**src/rtl/lcd_axis_timing.sv**
```systemverilog
// LCD timing generator with an integrated AXI-Stream pixel FIFO.
// Everything runs on the pixel clock. Raster counters drive sync/DE,
// and a small FIFO decouples the stream source from the panel raster.
// Frames are aligned on tuser. Underflow, line-length and realignment
// events are reported as single-clock pulses.
module lcd_axis_timing #(
    parameter int H_ACTIVE   = 480,
    parameter int H_FP       = 2,
    parameter int H_SYNC     = 41,
    parameter int H_BP       = 2,
    parameter int V_ACTIVE   = 272,
    parameter int V_FP       = 2,
    parameter int V_SYNC     = 10,
    parameter int V_BP       = 2,
    parameter int FIFO_DEPTH = 16,
    parameter int PIX_MODE   = 0
) (
    input  logic                          clk,
    input  logic                          rst_n,
    input  logic [31:0]                   axis_tdata,
    input  logic                          axis_tvalid,
    output logic                          axis_tready,
    input  logic                          axis_tuser,
    input  logic                          axis_tlast,
    output logic                          lcd_hs,
    output logic                          lcd_vs,
    output logic                          lcd_de,
    output logic [23:0]                   lcd_rgb,
    output logic [10:0]                   lcd_xpos,
    output logic [10:0]                   lcd_ypos,
    output logic                          frame_start,
    output logic                          underflow,
    output logic                          line_err,
    output logic                          resync,
    output logic [$clog2(FIFO_DEPTH):0]   fifo_level
);

    localparam int H_TOTAL = H_SYNC + H_BP + H_ACTIVE + H_FP;
    localparam int V_TOTAL = V_SYNC + V_BP + V_ACTIVE + V_FP;
    localparam int CW      = 12;
    localparam int AW      = $clog2(FIFO_DEPTH);
    localparam int LW      = AW + 1;
    localparam int PW      = $clog2(H_ACTIVE * V_ACTIVE + 1) + 2;

    localparam logic [CW-1:0] H_LAST    = CW'(H_TOTAL - 1);
    localparam logic [CW-1:0] V_LAST    = CW'(V_TOTAL - 1);
    localparam logic [CW-1:0] H_SYNC_C  = CW'(H_SYNC);
    localparam logic [CW-1:0] V_SYNC_C  = CW'(V_SYNC);
    localparam logic [CW-1:0] H_ACT_LO  = CW'(H_SYNC + H_BP);
    localparam logic [CW-1:0] H_ACT_HI  = CW'(H_SYNC + H_BP + H_ACTIVE);
    localparam logic [CW-1:0] V_ACT_LO  = CW'(V_SYNC + V_BP);
    localparam logic [CW-1:0] V_ACT_HI  = CW'(V_SYNC + V_BP + V_ACTIVE);
    localparam logic [CW-1:0] COL_LAST  = CW'(H_ACTIVE - 1);
    localparam logic [LW-1:0] FULL_LVL  = LW'(FIFO_DEPTH);
    localparam logic [PW-1:0] FRAME_PIX = PW'(H_ACTIVE * V_ACTIVE);

    typedef enum logic [1:0] {
        ST_WAIT_SOF,
        ST_FILL,
        ST_RUN
    } state_t;

    // Expand the stream word to 24-bit {R,G,B}; RGB565 widens by MSB replication.
    function automatic logic [23:0] pix_convert(input logic [23:0] d);
        if (PIX_MODE == 1)
            return {d[15:11], d[15:13], d[10:5], d[10:9], d[4:0], d[4:2]};
        else
            return d;
    endfunction

    logic [CW-1:0] h_cnt, v_cnt;
    state_t        state, state_nxt;
    logic          rdy_en;
    logic [23:0]   mem [FIFO_DEPTH];
    logic [AW-1:0] wr_ptr, rd_ptr;
    logic [LW-1:0] fifo_cnt;
    logic [PW-1:0] wr_pix, wr_pix_nxt;
    logic [CW-1:0] wr_col, beat_col;
    logic          full, empty, accept, active, run_pix;
    logic          push, pop, flush, resync_nxt, line_err_nxt;
    logic [23:0]   rd_data;
    logic          unused_bits;

    logic          hs_p1, vs_p1, vld_p1, fs_p1, uf_p1;
    logic [23:0]   rgb_p1;
    logic [10:0]   xpos_p1, ypos_p1;
    logic          line_err_p1, resync_p1;

    assign unused_bits = ^axis_tdata[31:24];
    assign full        = (fifo_cnt == FULL_LVL);
    assign empty       = (fifo_cnt == '0);
    assign axis_tready = rdy_en && !full;
    assign accept      = axis_tvalid && axis_tready;
    assign active      = (h_cnt >= H_ACT_LO) && (h_cnt < H_ACT_HI) &&
                         (v_cnt >= V_ACT_LO) && (v_cnt < V_ACT_HI);
    assign run_pix     = (state == ST_RUN) && active;
    assign rd_data     = mem[rd_ptr];
    // A start-of-frame beat is column 0 by definition, whatever came before.
    assign beat_col    = axis_tuser ? '0 : wr_col;

    // Raster counters: h wraps every line and then steps v.
    always_ff @(posedge clk or negedge rst_n) begin
        if (!rst_n) begin
            h_cnt <= '0;
            v_cnt <= '0;
        end else if (h_cnt == H_LAST) begin
            h_cnt <= '0;
            v_cnt <= (v_cnt == V_LAST) ? '0 : v_cnt + 1'b1;
        end else begin
            h_cnt <= h_cnt + 1'b1;
        end
    end

    // Ingress decisions: frame alignment, FIFO push/pop/flush and error flags.
    always_comb begin
        state_nxt    = state;
        wr_pix_nxt   = wr_pix;
        push         = 1'b0;
        pop          = 1'b0;
        flush        = 1'b0;
        resync_nxt   = 1'b0;
        line_err_nxt = accept && (axis_tlast != (beat_col == COL_LAST));
        case (state)
            ST_WAIT_SOF: begin
                if (accept && axis_tuser) begin
                    push       = 1'b1;
                    wr_pix_nxt = PW'(1);
                    state_nxt  = ST_FILL;
                end
            end
            ST_FILL: begin
                if (accept) begin
                    push       = 1'b1;
                    wr_pix_nxt = axis_tuser ? PW'(1) : wr_pix + 1'b1;
                end
                if (h_cnt == '0 && v_cnt == '0)
                    state_nxt = ST_RUN;
            end
            ST_RUN: begin
                pop = active && !empty;
                if (accept) begin
                    push = 1'b1;
                    if (axis_tuser) begin
                        wr_pix_nxt = PW'(1);
                        if (wr_pix != FRAME_PIX) begin
                            resync_nxt = 1'b1;
                            flush      = 1'b1;
                            state_nxt  = ST_FILL;
                        end
                    end else begin
                        wr_pix_nxt = wr_pix + 1'b1;
                    end
                end
            end
            default: state_nxt = ST_WAIT_SOF;
        endcase
    end

    // Control state: FSM, ingress counters, ready enable and error pulses.
    always_ff @(posedge clk or negedge rst_n) begin
        if (!rst_n) begin
            state       <= ST_WAIT_SOF;
            rdy_en      <= 1'b0;
            wr_pix      <= '0;
            wr_col      <= '0;
            line_err_p1 <= 1'b0;
            resync_p1   <= 1'b0;
        end else begin
            state       <= state_nxt;
            rdy_en      <= 1'b1;
            wr_pix      <= wr_pix_nxt;
            line_err_p1 <= line_err_nxt;
            resync_p1   <= resync_nxt;
            if (accept)
                wr_col <= (beat_col == COL_LAST) ? '0 : beat_col + 1'b1;
        end
    end

    // FIFO pointers and occupancy; a flush leaves only the beat pushed with it.
    always_ff @(posedge clk or negedge rst_n) begin
        if (!rst_n) begin
            wr_ptr   <= '0;
            rd_ptr   <= '0;
            fifo_cnt <= '0;
        end else if (flush) begin
            rd_ptr   <= wr_ptr;
            wr_ptr   <= wr_ptr + 1'b1;
            fifo_cnt <= LW'(1);
        end else begin
            if (push)
                wr_ptr <= wr_ptr + 1'b1;
            if (pop)
                rd_ptr <= rd_ptr + 1'b1;
            if (push && !pop)
                fifo_cnt <= fifo_cnt + 1'b1;
            else if (pop && !push)
                fifo_cnt <= fifo_cnt - 1'b1;
        end
    end

    // FIFO storage holds converted pixels; data needs no reset.
    always_ff @(posedge clk) begin
        if (push)
            mem[wr_ptr] <= pix_convert(axis_tdata[23:0]);
    end

    // Panel output stage: registered from current counters and FIFO head.
    always_ff @(posedge clk or negedge rst_n) begin
        if (!rst_n) begin
            hs_p1   <= 1'b1;
            vs_p1   <= 1'b1;
            vld_p1  <= 1'b0;
            rgb_p1  <= '0;
            xpos_p1 <= '0;
            ypos_p1 <= '0;
            fs_p1   <= 1'b0;
            uf_p1   <= 1'b0;
        end else begin
            hs_p1   <= (h_cnt >= H_SYNC_C);
            vs_p1   <= (v_cnt >= V_SYNC_C);
            vld_p1  <= active;
            rgb_p1  <= (run_pix && !empty) ? rd_data : '0;
            xpos_p1 <= active ? 11'(h_cnt - H_ACT_LO) : '0;
            ypos_p1 <= active ? 11'(v_cnt - V_ACT_LO) : '0;
            fs_p1   <= run_pix && (h_cnt == H_ACT_LO) && (v_cnt == V_ACT_LO);
            uf_p1   <= run_pix && empty;
        end
    end

    assign lcd_hs      = hs_p1;
    assign lcd_vs      = vs_p1;
    assign lcd_de      = vld_p1;
    assign lcd_rgb     = rgb_p1;
    assign lcd_xpos    = xpos_p1;
    assign lcd_ypos    = ypos_p1;
    assign frame_start = fs_p1;
    assign underflow   = uf_p1;
    assign line_err    = line_err_p1;
    assign resync      = resync_p1;
    assign fifo_level  = fifo_cnt;

endmodule
```
**config.mk**
```make
export PLATFORM = sky130hd
export DESIGN_NAME = lcd_axis_timing
export DESIGN_NICKNAME = d
export VERILOG_FILES = /design/src/rtl/lcd_axis_timing.sv
export SDC_FILE = /design/constraint.sdc
export NUM_CORES = 1
export LEC_CHECK = 0
export BUFFER_PORTS_ARGS = -buffer_cell sky130_fd_sc_hd__buf_2
export CAP_MARGIN = 20
export CORE_UTILIZATION = 50
export DETAILED_ROUTE_END_ITERATION = 16
export GPL_TIMING_DRIVEN = 1
export PLACE_DENSITY = 0.73
export SYNTH_ARGS = -nofsm -noshare
export SYNTH_HDL_FRONTEND = slang
export SYNTH_SLANG_ARGS = --single-unit
```
**constraint.sdc**
```tcl
create_clock -name clk -period 4.55 [get_ports clk]
set_input_delay 0.91 -clock clk [delete_from_list [all_inputs] [get_ports clk]]
set_output_delay 0.91 -clock clk [all_outputs]
set_load 0.1 [all_outputs]
```
==> results of run 1 <==
[final cells by class]
type	instances	area (um^2)
clock buffer	76	1480
clock inverter	22	260
fill	3080	17100
inverter	29	109
multi-input combinational	643	5720
sequential	508	14600
tap	532	666
timing repair buffer	125	747
[stage by stage]
step,instance area (um^2),hold slack (ns),setup TNS (ns)
global route,23600,0.388,0
CTS,23600,0.362,0
detailed placement,21900,0.465,0
global placement,21900,0.456,0
floorplan,20600,0.439,-18.25
finish,23600,0.345,0
[worst max-delay path, cell delays in order (launching register included)]
cell and delay (ns):
dfrtp_1 0.44, ha_1 0.32, or2_2 0.35, or3_4 0.39, nand4_2 0.07, buf_4 0.26
inv_2 0.13, a21oi_4 0.21, inv_2 0.13, fa_1 0.43, a21o_1 0.20, a21oi_1 0.17
nand2_1 0.07, mux2i_1 0.22, mux2i_1 0.21
[synth_stat cells, drive strengths merged, types with 5 or more instances]
cell type | instances | area (um^2)
a211oi | 13 | 103
a21oi | 22 | 121
a31oi | 5 | 31.3
and2 | 8 | 50.1
and3 | 6 | 42.5
buf | 37 | 184
clkbuf | 24 | 90.1
dfrtp | 122 | 3050
edfxtp | 384 | 11500
ha | 27 | 338
inv | 28 | 105
mux2i | 58 | 581
mux4 | 81 | 1820
nand2 | 76 | 285
nand3 | 19 | 108
nand4 | 17 | 113
nor2 | 58 | 220
nor2b | 18 | 113
nor3 | 29 | 165
nor4 | 11 | 75.1
o21ai | 48 | 240
o221ai | 24 | 210
o22ai | 14 | 87.6
o31ai | 7 | 52.6
or3 | 11 | 73.8
xnor2 | 20 | 175
xor2 | 24 | 210
[cells by family (layout without fill, tap and decap cells)]
kind of cell	count (synthesis)	in the layout
and+or+nand+nor	272	272
adders and majority gates	28	28
buffers and inverters	90	252
DFF	508	508
xor gates and xnor gates	44	44
muxes	141	141
AOI/OAI and AO/OA	155	155
other	2	3
[sequential cells by signal, indices dropped and copies added, names as in the netlist]
signal	cells
wr_pix	19
fifo_level	5
lcd_de	1
lcd_xpos	11
line_err	1
rdy_en	1
lcd_rgb	24
underflow	1
frame_start	1
resync	1
wr_ptr	4
h_cnt	12
mem	384
lcd_hs	1
lcd_ypos	11
wr_col	12
v_cnt	12
state	2
rd_ptr	4
lcd_vs	1
[routing by layer]
layer,global-route usage,up-vias,share of wire,routed length (um)
li1,-,5065,-,-
met1,0.286,5818,0.43,18000
met2,0.340,366,0.49,20700
met3,0.0375,66,0.061,2550
met4,0.0651,4,0.021,884
met5,0,-,0.00050,21
[how the worst min path moves through the flow]
stage                                from                    end  cells past startpoint
finish                              rst_n  lcd_xpos[9]$_DFF_PN0_                      1
global route                        rst_n  lcd_xpos[9]$_DFF_PN0_                      1
CTS                                 rst_n  lcd_xpos[9]$_DFF_PN0_                      1
detailed placement  v_cnt[11]$_DFFE_PN0P_  v_cnt[11]$_DFFE_PN0P_                      1
global placement    v_cnt[11]$_DFFE_PN0P_  v_cnt[11]$_DFFE_PN0P_                      1
floorplan           v_cnt[11]$_DFFE_PN0P_  v_cnt[11]$_DFFE_PN0P_                      1
[power breakdown]
group	internal, mW	switching, mW
sequential	5.20	0.256
combinational	1.32	1.67
clock	2.51	1.76
total	9.02	3.69
==> impl_results.md, run 1 <==
* Total power at 12.7 mW
* GPL Wtd Cong at 0.816
* Adder-cell share of the synthesized area at 0.0173
* Post-synthesis sequential area ratio at 0.709
* Die height at 205 um
* Clock skew at 0.0488 ns
* Layout net count at 1,424
* Max Cap Viol at 0
* 1st-iter DRT viols at 1,005
* R2R Path Start: v_cnt[2]$_DFFE_PN0P_
* GR Util All Layers at 0.208
* Run status: completed
* Most frequent cells in the layout: edfxtp_1, dfrtp_1, buf_2
* Clk pin slew, worst setup/hold paths at 0.06 ns
* Critical Path AT at 4.22 ns
* Root buffer cell: clkbuf_16
* Total iterations of the first detailed-routing run at 5
* Largest family of logic cells by synthesized area: multiplexers
* Synthesized area at 20,600 um^2
* Critical Path Sink Type: flop
* Clock latency at the later pin of the worst-skew pair at 0.61 ns
* Commonest non-fill, non-tap cell in the layout: edfxtp_1
* Post-route ant nets at 0
* Fmax at 0.269 GHz
* Final cell count without fillers at 1,935
* Num ports at 96
* Final Slew Violations at 0
* Compound-gate portion of the synthesized area at 0.0508
* Placed Cells at 1,836
* Critical Path End: fifo_level[4]$_DFFE_PN0P_
* Worst-margin pin slew at 0.939 ns
* Post-CTS Setup Bufs at 0
* Synth Warn # at 0
* WP data required at 5.05 ns
* Hold violation total from the final report at 0
* Post-CTS Resized at 0
* Ant. Diodes at 0
* Synth Register Bits at 508
* Remaining DRCs at 0
* Initial antenna violation count at 2
* Asr flop ratio synth at 0.244
* Final setup violation count at 0
* Peak supply drop at 401 uV
* Routed wire per std cell at 21.8 um
* Mux cell area share after synthesis at 0.118
* # port buffers at 87
* Share of layout cells above drive strength 1 at 0.232
* H-tree levels at 2
* First-pass GRT wire length at 65,500 um
* Vias/cell at 5.85
* Area growth, synth to finish at 14.5%
* Ys flop type: edfxtp_1
* Final period util at 0.817
* Die area at 42,100 um^2
* Syn avg cell area at 16.6 um^2
* CTS tree: yes
* # rows at 74
* RSZ-0062 raised after global routing: no
* Crit-path max FO at 21
* Post-synth EDFFs at 384
* Post-layout util at 0.580
* Crit start category: flop
* Largest net degree at the start of global routing at 78
* CTS buffer count at 52
* Worst r2r path cells at 14
* Setup crit start: v_cnt[2]$_DFFE_PN0P_
* Hold Crit Class: in2async
* Core Region at 40,700 um^2
* Vias after detailed routing at 11,300
* Longest Clk Path Bufs at 3
* Die W at 205 um
* # hold bufs at CTS at 0
* Rel. slew slack at 0.374
* DRT Wirelength at 42,200 um
* P per Cell Area at 538 nW/um^2
* Crit Path Category: reg2reg
* Setup ws final at 0.831 ns
* Tmin final at 3.72 ns
* Total grt overflow at 0
* XOR/XNOR share of the synthesized area at 0.0187
* CTS Sinks at 508
* Initial core utilization at 0.507
* Gate Count Post-Synth at 1,240
* Lkg Pwr at 8.65 nW
* Reg2Reg Setup Slack at 0.83 ns
* R2R Path End: fifo_level[4]$_DFFE_PN0P_
* Post-Synth Simple-Gate Area at 0.0675
* Synth cell types at 72
* Vias in the first global route at 11,300
* HPWL Detailed at 24,000 um
* Pre-CTS WS at 0.820 ns
Power figures use the tool's default switching activity.
==> run 2, diff against run 1 <==
- PLACE_DENSITY: 0.73 -> 0.76
- clock period: 4.55 -> 3.1 ns (I/O delays scaled with it)
==> impl_results.md, run 2 (synthesis results as in run 1) <==
* Die height at 205 um (unchanged)
* # port buffers at 87 (unchanged)
* P per Cell Area at 801 nW/um^2 (+49%)
* Layout net count at 1,454 (+2.1%)
* Lkg Pwr at 8.92 nW (+3.1%)
* Max reg flops at 384 (unchanged)
* Post-CTS Setup Bufs at 0 (unchanged)
* Final setup violation count at 0 (unchanged)
* Setup Total Neg Slack at 0 ns (unchanged)
* Placed Cells at 1,868 (+1.7%)
* Total power at 19.3 mW (+52%)
* Final cell count without fillers at 1,966 (+1.6%)
* WP data required at 3.60 ns (-1.45 ns)
* Final Slew Violations at 0 (unchanged)
* DRT Wirelength at 44,800 um (+6.2%)
* Most frequent cell on the critical path: mux2i_1
* Clock latency at the later pin of the worst-skew pair at 0.59 ns (-0.02 ns)
* Setup ws final at 0.0995 ns (-0.732 ns)
* Largest net degree at the start of global routing at 58 (-26%)
* Crit path largest cell delay at 0.39 ns (-0.05 ns)
* Share of layout cells above drive strength 1 at 0.259 (+0.0274)
* GR Util All Layers at 0.218 (+0.00998)
* Tmin final at 3.00 ns (-0.718 ns)
* Total grt overflow at 0 (unchanged)
* Longest Clk Path Bufs at 3 (unchanged)
* Crit start category: flop
* Run status: completed
* Post-route ant nets at 0 (unchanged)
* Clock skew at 0.0205 ns (-0.0283 ns)
* 1st-iter DRT viols at 998 (-0.70%)
* Area growth, synth to finish at 17.0%
* Critical Path AT at 3.50 ns (-0.72 ns)
* Hold violation total from the final report at 0 (unchanged)
* Critical Path Sink Type: flop
* Die area at 42,100 um^2 (unchanged)
* Remaining DRCs at 0 (unchanged)
* Commonest non-fill, non-tap cell in the layout: edfxtp_1
* Fmax at 0.333 GHz (+24%)
* Crit-path cells: ha_2 > or2_2 > or3_4 > nand4_2 > inv_2 > a21oi_4 > inv_4 > fa_2 > a21o_1 > a21oi_2 > nand2_1 > mux2i_1 > mux2i_1
* Die W at 205 um (unchanged)
* CTS buffer count at 51 (-1.9%)
* Vias/cell at 5.94 (+1.6%)
* Max Cap Viol at 0 (unchanged)
* Pre-CTS WS at 0.00264 ns (-0.818 ns)
* Clk pin slew, worst setup/hold paths at 0.06 ns (about the same)
* HPWL Detailed at 26,500 um (+10%)
* First-pass GRT wire length at 68,300 um (+4.4%)
* Hold Crit Class: in2async
* RSZ-0062 raised after global routing: no
* Slowest cell on crit path: or3_4
* Worst path top cell family by delay: simple AND/OR/NAND/NOR gates
* Worst-margin pin slew at 0.790 ns (-0.149 ns)
* Root buffer cell: clkbuf_16
* H-tree levels at 2 (unchanged)
* Total iterations of the first detailed-routing run at 5 (unchanged)
* Biggest register: mem
* Routed wire per std cell at 22.8 um (+4.5%)
* GPL Wtd Cong at 0.828 (+1.5%)
* Crit path buf inv count at 2 (-1)
* Vias in the first global route at 11,700 (+3.8%)
* Most frequent cells in the layout: edfxtp_1, dfrtp_1, buf_2
* Final non-filler cell area at 24,100 um^2 (+2.2%)
* CTS tree: yes
* CTS Sinks at 508 (unchanged)
* # rows at 74 (unchanged)
* Vias after detailed routing at 11,700 (+3.2%)
* Reg2Reg Setup Slack at 0.1 ns (-0.73 ns)
* Rel. slew slack at 0.469 (+0.0948)
* Crit-path max FO at 9 (-57%)
* Initial core utilization at 0.507 (unchanged)
* Crit Path Category: reg2reg
* # hold bufs at CTS at 0 (unchanged)
* Num ports at 96 (unchanged)
* Initial antenna violation count at 1 (-1)
* Peak supply drop at 523 uV (+30%)
* Placed cell area at 22,300 um^2 (+1.9%)
* Core Region at 40,700 um^2 (unchanged)
* Final period util at 0.968 (+0.151)
==> run 2: changes by cell type in the layout (fill, tap and decap cells not counted), moves of 3 or more <==
cell,previous run,this run
nor3_4,0,8
buf_12,1,7
clkinvlp_4,0,4
dfrtp_1,120,115
clkbuf_1,16,7
nor4_2,5,1
nor3_2,12,4
clkbuf_8,7,4
buf_4,36,62
bufinv_16,4,11
nor4_4,0,4
dfrtp_2,1,4
==> run 2: layer usage <==
| metal | global-route usage | vias up | share of wire | wire length (um) |
|---|---|---|---|---|
| met5 | 0 | - | 0 | 0 |
| met2 | 0.363 | 438 | 0.50 | 22500 |
| met4 | 0.0743 | 0 | 0.025 | 1130 |
| met3 | 0.0434 | 80 | 0.068 | 3050 |
| li1 | - | 5122 | - | - |
| met1 | 0.288 | 6046 | 0.40 | 18100 |
==> run 2: per-stage QoR <==
step	hold slack (ns)	utilization
floorplan	0.324	-
global placement	0.455	0.547
detailed placement	0.464	0.547
CTS	0.0371	0.592
global route	0.0526	0.593
finish	0.0282	0.593
==> run 2: what timing repair did <==
action / in CTS / in global routing
pin swaps: 0 / 1
setup endpoints to repair: 1 / 1
gates resized for setup: 1 / 4
==> run 2: worst paths after layout <==
check                                           start                        end  cells past startpoint
worst max-delay path             v_cnt[2]$_DFFE_PN0P_  fifo_level[4]$_DFFE_PN0P_                     13
worst min-delay path                            rst_n        h_cnt[11]$_DFF_PN0_                      1
worst max register to register   v_cnt[2]$_DFFE_PN0P_  fifo_level[4]$_DFFE_PN0P_                     13
worst min register to register  v_cnt[11]$_DFFE_PN0P_      v_cnt[11]$_DFFE_PN0P_                      1
max in group asynchronous                       rst_n           lcd_vs$_DFF_PN1_                      2
min in group clk                           axis_tlast         line_err$_DFF_PN0_                      3
==> run 2: cell type report <==
class	instances	area, um^2
Fill cell	2963	16600
Sequential cell	508	14700
Multi-Input combinational cell	643	5820
Clock buffer	63	1380
Timing Repair Buffer	156	1050
Tap cell	532	666
Clock inverter	33	467
Inverter	29	111
Antenna cell	2	5.00
==> run 2: report_power, final <==
part	internal, mW	switching, mW
logic	2.01	2.69
clock network	4.10	2.59
registers	7.65	0.317
total	13.7	5.60
